## config.mk

```make
export PLATFORM = sky130hd
export DESIGN_NAME = branch_predictor_gshare
export DESIGN_NICKNAME = d
export VERILOG_FILES = /design/src/rtl/branch_predictor_gshare.sv
export SDC_FILE = /design/constraint.sdc
export NUM_CORES = 2
export LEC_CHECK = 0
export ABC_CLOCK_PERIOD_IN_PS = 8830
export CAP_MARGIN = 30
export CORE_UTILIZATION = 40
export CTS_CLUSTER_DIAMETER = 50
export DETAILED_ROUTE_END_ITERATION = 10
export RECOVER_POWER = 100
export SLEW_MARGIN = 20
export SYNTH_ARGS = -nofsm -noshare
export SYNTH_HDL_FRONTEND = slang
export SYNTH_SLANG_ARGS = --single-unit
```

## constraint.sdc

```tcl
create_clock -name clk -period 8.83 [get_ports clk]
set_input_delay 1.766 -clock clk [delete_from_list [all_inputs] [get_ports clk]]
set_output_delay 1.766 -clock clk [all_outputs]
set_load 0.005 [all_outputs]
```

## src/rtl/branch_predictor_gshare.sv

```systemverilog
// Gshare branch predictor: direct-mapped BTB plus 2-bit counter PHT indexed by PC xor GHR.
// Tables are cleared by a one-entry-per-cycle INIT sweep; lookups are registered one cycle.
module branch_predictor_gshare #(
  parameter int ADDR_WIDTH = 26,
  parameter int INDEX_BITS = 6,
  parameter int GHR_BITS   = 6
) (
  input  logic                  clk,
  input  logic                  rst_n,
  input  logic [ADDR_WIDTH-1:0] i_lookup_pc,
  output logic                  o_valid,
  output logic                  o_prediction,
  output logic [ADDR_WIDTH-1:0] o_target,
  input  logic                  i_update_en,
  input  logic [ADDR_WIDTH-1:0] i_update_pc,
  input  logic                  i_update_taken,
  input  logic [ADDR_WIDTH-1:0] i_update_target,
  output logic                  o_init_done
);
  localparam int TAG_BITS = ADDR_WIDTH - 2 - INDEX_BITS;
  localparam int ENTRIES  = 1 << INDEX_BITS;

  typedef enum logic {ST_INIT, ST_RUN} state_t;

  state_t                  state_q, state_d;
  logic [INDEX_BITS-1:0]   init_cnt_q, init_cnt_d;
  logic [GHR_BITS-1:0]     ghr_q, ghr_d;
  logic                    valid_q, valid_d;
  logic                    pred_q, pred_d;
  logic [ADDR_WIDTH-1:0]   target_q, target_d;
  logic                    init_done_q, init_done_d;

  logic                    btb_valid  [ENTRIES];
  logic [TAG_BITS-1:0]     btb_tag    [ENTRIES];
  logic [ADDR_WIDTH-1:0]   btb_target [ENTRIES];
  logic [1:0]              pht        [ENTRIES];

  logic [INDEX_BITS-1:0]   lk_idx, lk_pht_idx, up_idx, up_pht_idx;
  logic [TAG_BITS-1:0]     lk_tag, up_tag;
  logic                    run, upd_en;
  logic                    unused_pc_bits;

  function automatic logic [1:0] pht_next(input logic [1:0] cnt, input logic taken);
    if (taken) return (cnt == 2'b11) ? cnt : cnt + 2'b01;
    else       return (cnt == 2'b00) ? cnt : cnt - 2'b01;
  endfunction

  assign lk_idx         = i_lookup_pc[INDEX_BITS+1:2];
  assign lk_tag         = i_lookup_pc[ADDR_WIDTH-1:INDEX_BITS+2];
  assign lk_pht_idx     = lk_idx ^ INDEX_BITS'(ghr_q);
  assign up_idx         = i_update_pc[INDEX_BITS+1:2];
  assign up_tag         = i_update_pc[ADDR_WIDTH-1:INDEX_BITS+2];
  assign up_pht_idx     = up_idx ^ INDEX_BITS'(ghr_q);
  assign run            = (state_q == ST_RUN);
  assign upd_en         = rst_n & run & i_update_en;
  assign unused_pc_bits = ^{i_lookup_pc[1:0], i_update_pc[1:0]};

  always_comb begin
    state_d    = state_q;
    init_cnt_d = init_cnt_q;
    ghr_d      = ghr_q;
    case (state_q)
      ST_INIT: begin
        init_cnt_d = init_cnt_q + 1'b1;
        if (init_cnt_q == '1) state_d = ST_RUN;
      end
      default: begin
        if (i_update_en) ghr_d = {ghr_q[GHR_BITS-2:0], i_update_taken};
      end
    endcase
    // Lookup reads pre-update table contents; no same-cycle bypass.
    valid_d     = run & btb_valid[lk_idx] & (btb_tag[lk_idx] == lk_tag);
    pred_d      = valid_d & pht[lk_pht_idx][1];
    target_d    = run ? btb_target[lk_idx] : '0;
    init_done_d = (state_d == ST_RUN);
  end

  always_ff @(posedge clk) begin
    if (!rst_n) begin
      state_q     <= ST_INIT;
      init_cnt_q  <= '0;
      ghr_q       <= '0;
      valid_q     <= 1'b0;
      pred_q      <= 1'b0;
      target_q    <= '0;
      init_done_q <= 1'b0;
    end else begin
      state_q     <= state_d;
      init_cnt_q  <= init_cnt_d;
      ghr_q       <= ghr_d;
      valid_q     <= valid_d;
      pred_q      <= pred_d;
      target_q    <= target_d;
      init_done_q <= init_done_d;
    end
  end

  always_ff @(posedge clk) begin
    if (state_q == ST_INIT) begin
      btb_valid[init_cnt_q] <= 1'b0;
      pht[init_cnt_q]       <= 2'b01;
    end else if (upd_en) begin
      pht[up_pht_idx] <= pht_next(pht[up_pht_idx], i_update_taken);
      if (i_update_taken) begin
        btb_valid[up_idx]  <= 1'b1;
        btb_tag[up_idx]    <= up_tag;
        btb_target[up_idx] <= i_update_target;
      end
    end
  end

  assign o_valid      = valid_q;
  assign o_prediction = pred_q;
  assign o_target     = target_q;
  assign o_init_done  = init_done_q;
endmodule

```

==> run metrics <==
Worst Setup End Kind flip-flop; Initial Utilization 40.2%; number of global-route vias before repair 59.1k; Fin. Hold Viols 0; drt drc 16; Psw roughly 0.0068 W; share of cells above drive strength 1 24.6%; sequential share of the synthesized area roughly 77%; Hold Buf Count CTS 0; post-synthesis register bit count 3049; combinational share of power under 10%; CP startpoint kind primary input; Setup Skew between 50 and 60 ps; power density cells 235 nW/um^2; Ys Warns 0; top area cells in the synthesized netlist edfxtp_1 76%, mux4_2 15%, mux2i_1 2.2%; Setup Buffers After CTS 0; Initial DRT Pass Iterations 9; Syn Area/Cell 22.2 sq um; Top Family by Delay on Critical Path simple AND/OR/NAND/NOR gates; FFs w/ async S/R, synth 0%; Max IR drop VDD between 0.15 and 0.2 mV; Routed Antenna Nets 0; CTS tree done; cells along the critical path dlygate4sd3_1 -> and3_1 -> and3_1 -> nand2_1 -> nor2_1 -> clkbuf_2; worst r2r src o_init_done; Worst Setup SP rst_n; slew margin rel. -154%; FMAX ~140 MHz; status finished with violations; sequential share of power 49.7%; first-pass GRT wire length between 400000 and 500000 um; Reg2Reg Depth 5; Nets between 5k and 6k; RR Endpoint btb_target[35][2]; via count 58.1k; failing checks design-rule violations, max-capacitance violations, max-slew violations; CP Class primary input to flip-flop; clock network fraction of total power between 40% and 50%; pre-CTS setup slack between 1500 and 2000 ps; DR iter-0 viols a little under 7k; max-slew violation count ~4.6k; # fillers 24.2k; htree depth 5; cell row count between 150 and 200; Max Cap Violations approximately 150; initial antenna violation count 22; CP Data Arrival Time about 7700 ps; LEAKAGE 42.7 nW; setup TNS 0 ps; mapped cell area between 100000 and 150000 sq um; crit path capture btb_target[35][2]; Critical-path top delay cell nor2_1; CP Depth 6; die area ~300000 sq um; count of final setup violators 0; final worst slack around 1700 ps; hpwl dp 184000 um; GRT Resource Usage Total between 20% and 30%; Req. time, crit path 9340 ps; Synth Flop Type edfxtp_1; die width between 500 and 600 um; total grt overflow 0; Post-Route WL roughly 320000 um; IO Pins around 110; RSZ-0062 raised after global routing no; switch share between 20% and 30%; Skew-Pair Late Insertion Delay about 950 ps; EDFF count, synth about 3k; Post-Syn Instances approximately 5.3k; internal power approximately 0.025 W; share of the synthesized area in the top cell type between 70% and 80%; top cell type by total area after synthesis edfxtp_1; Post-CTS Resized 0; Die Y about 550 um; Crit path top cell by count and3_1; Post-synth top cells 3008 x edfxtp_1, 772 x mux4_2, 265 x mux2i_1; root buf cell clkbuf_16; post-layout min period just over 7000 ps; Hold WC Path Type flip-flop to flip-flop; reg2reg setup slack 3220 ps; CP max FO 29; post-DR vias/cell 5.84; slowest cell delay on critical path approximately 2300 ps; Clock Sinks 3049; IO buf count between 100 and 150; Cell variety after synth 72; cell with the most instances after synthesis edfxtp_1; TritonCTS buffer count 352; largest net degree at the start of global routing about 110; Buffers & Inverters on Critical Path 2; Slew @ Worst Pin 3810 ps; core area a little under 300000 sq um; Area Overhead vs Synth 15.2%; gp weighted congestion around 0.82; Reg clk slew, reported paths ~50 ps; syn_nets between 5k and 6k; WL/cell roughly 33 um; crit share post-route between 80% and 90%; maximum clock path buffer count 4
sequential cells by signal, indices dropped and copies added, names as in the netlist:
signal,count
init_cnt_q,6
ghr_q,6
o_prediction,1
btb_valid,64
o_valid,1
o_init_done,1
o_target,26
btb_tag,1152
btb_target,1664
pht,128
cells by family after synthesis:
family	synth area share [%]
AOI/OAI and AO/OA	1.95
xor gates and xnor gates	0.221
adders and majority gates	0.0190
buffers and inverters	1.34
DFF	77.0
muxes	17.1
and+or+nand+nor	2.31
power groups by stage:
stage          Clock (W)  Sequential, W  Combinational (W)
6_report          0.0148         0.0159            0.00130
3_5_place_dp           0         0.0162            0.00131
4_1_cts           0.0150         0.0159            0.00131
5_1_grt           0.0156         0.0159            0.00138
2_1_floorplan          0         0.0162           0.000775
3_3_place_gp           0         0.0162            0.00128
final cells by class:
cell class / instances / area, sq um / share of cell area [%]
clock buffers: 427 / 9280 / 6.81
clock inverters: 209 / 2690 / 1.97
diodes: 8 / 20.0 / 0.0147
multi-input cells: 1989 / 25800 / 18.9
repair buffers: 335 / 2380 / 1.75
well taps: 3919 / 4900 / 3.60
inverters: 9 / 43.8 / 0.0321
flip-flops and latches: 3049 / 91100 / 66.9
worst min-delay path by stage:
stage / from / cells after the start / slack [ps] / end
2_1_floorplan: ghr_q[5] / 2 / 480 / ghr_q[5]
3_3_place_gp: ghr_q[3] / 2 / 530 / ghr_q[3]
3_5_place_dp: ghr_q[3] / 2 / 540 / ghr_q[3]
4_1_cts: ghr_q[3] / 2 / 540 / ghr_q[3]
5_1_grt: ghr_q[3] / 2 / 570 / ghr_q[3]
6_report: ghr_q[3] / 2 / 550 / ghr_q[3]
metal layers:
layer	part of all wire [%]	track usage [%]
met3	8.3	4.19
met5	0.0028	0
met4	3.0	6.64
met1	39	29.1
met2	49	35.7
through the flow:
step	power (W)	util, %	area, sq um	instances	hold WS, ps
after detailed placement	0.0175	42.6	125000	9269	536
final	0.0320	46.3	136000	9945	547
after CTS	0.0322	46.6	137000	9905	544
after floorplan	0.0170	-	118000	5331	480
after global placement	0.0175	42.4	125000	9246	529
after global routing	0.0328	46.3	136000	9942	569
placed cells by master, fill, tap and decap left out, types with 42 or more instances in the layout:
cell       netlist  routed
nand2_1        135     134
clkinv_2         0      48
clkbuf_1        79     221
clkinv_1         0      42
edfxtp_1      3008    3008
a22oi_1         92      92
mux2i_1        265     265
mux4_2         772     772
nand3_1         70      70
buf_4           44      77
clkbuf_16        0     356
nor2_1         226     202
bufinv_16        0      43
tightest hold or removal path: stages (launching register included):
cell and delay [ps]:
dfxtp_1 350, nand2_1 70, a21boi_0 70
Note: power is estimated with default switching activity, not from simulation.
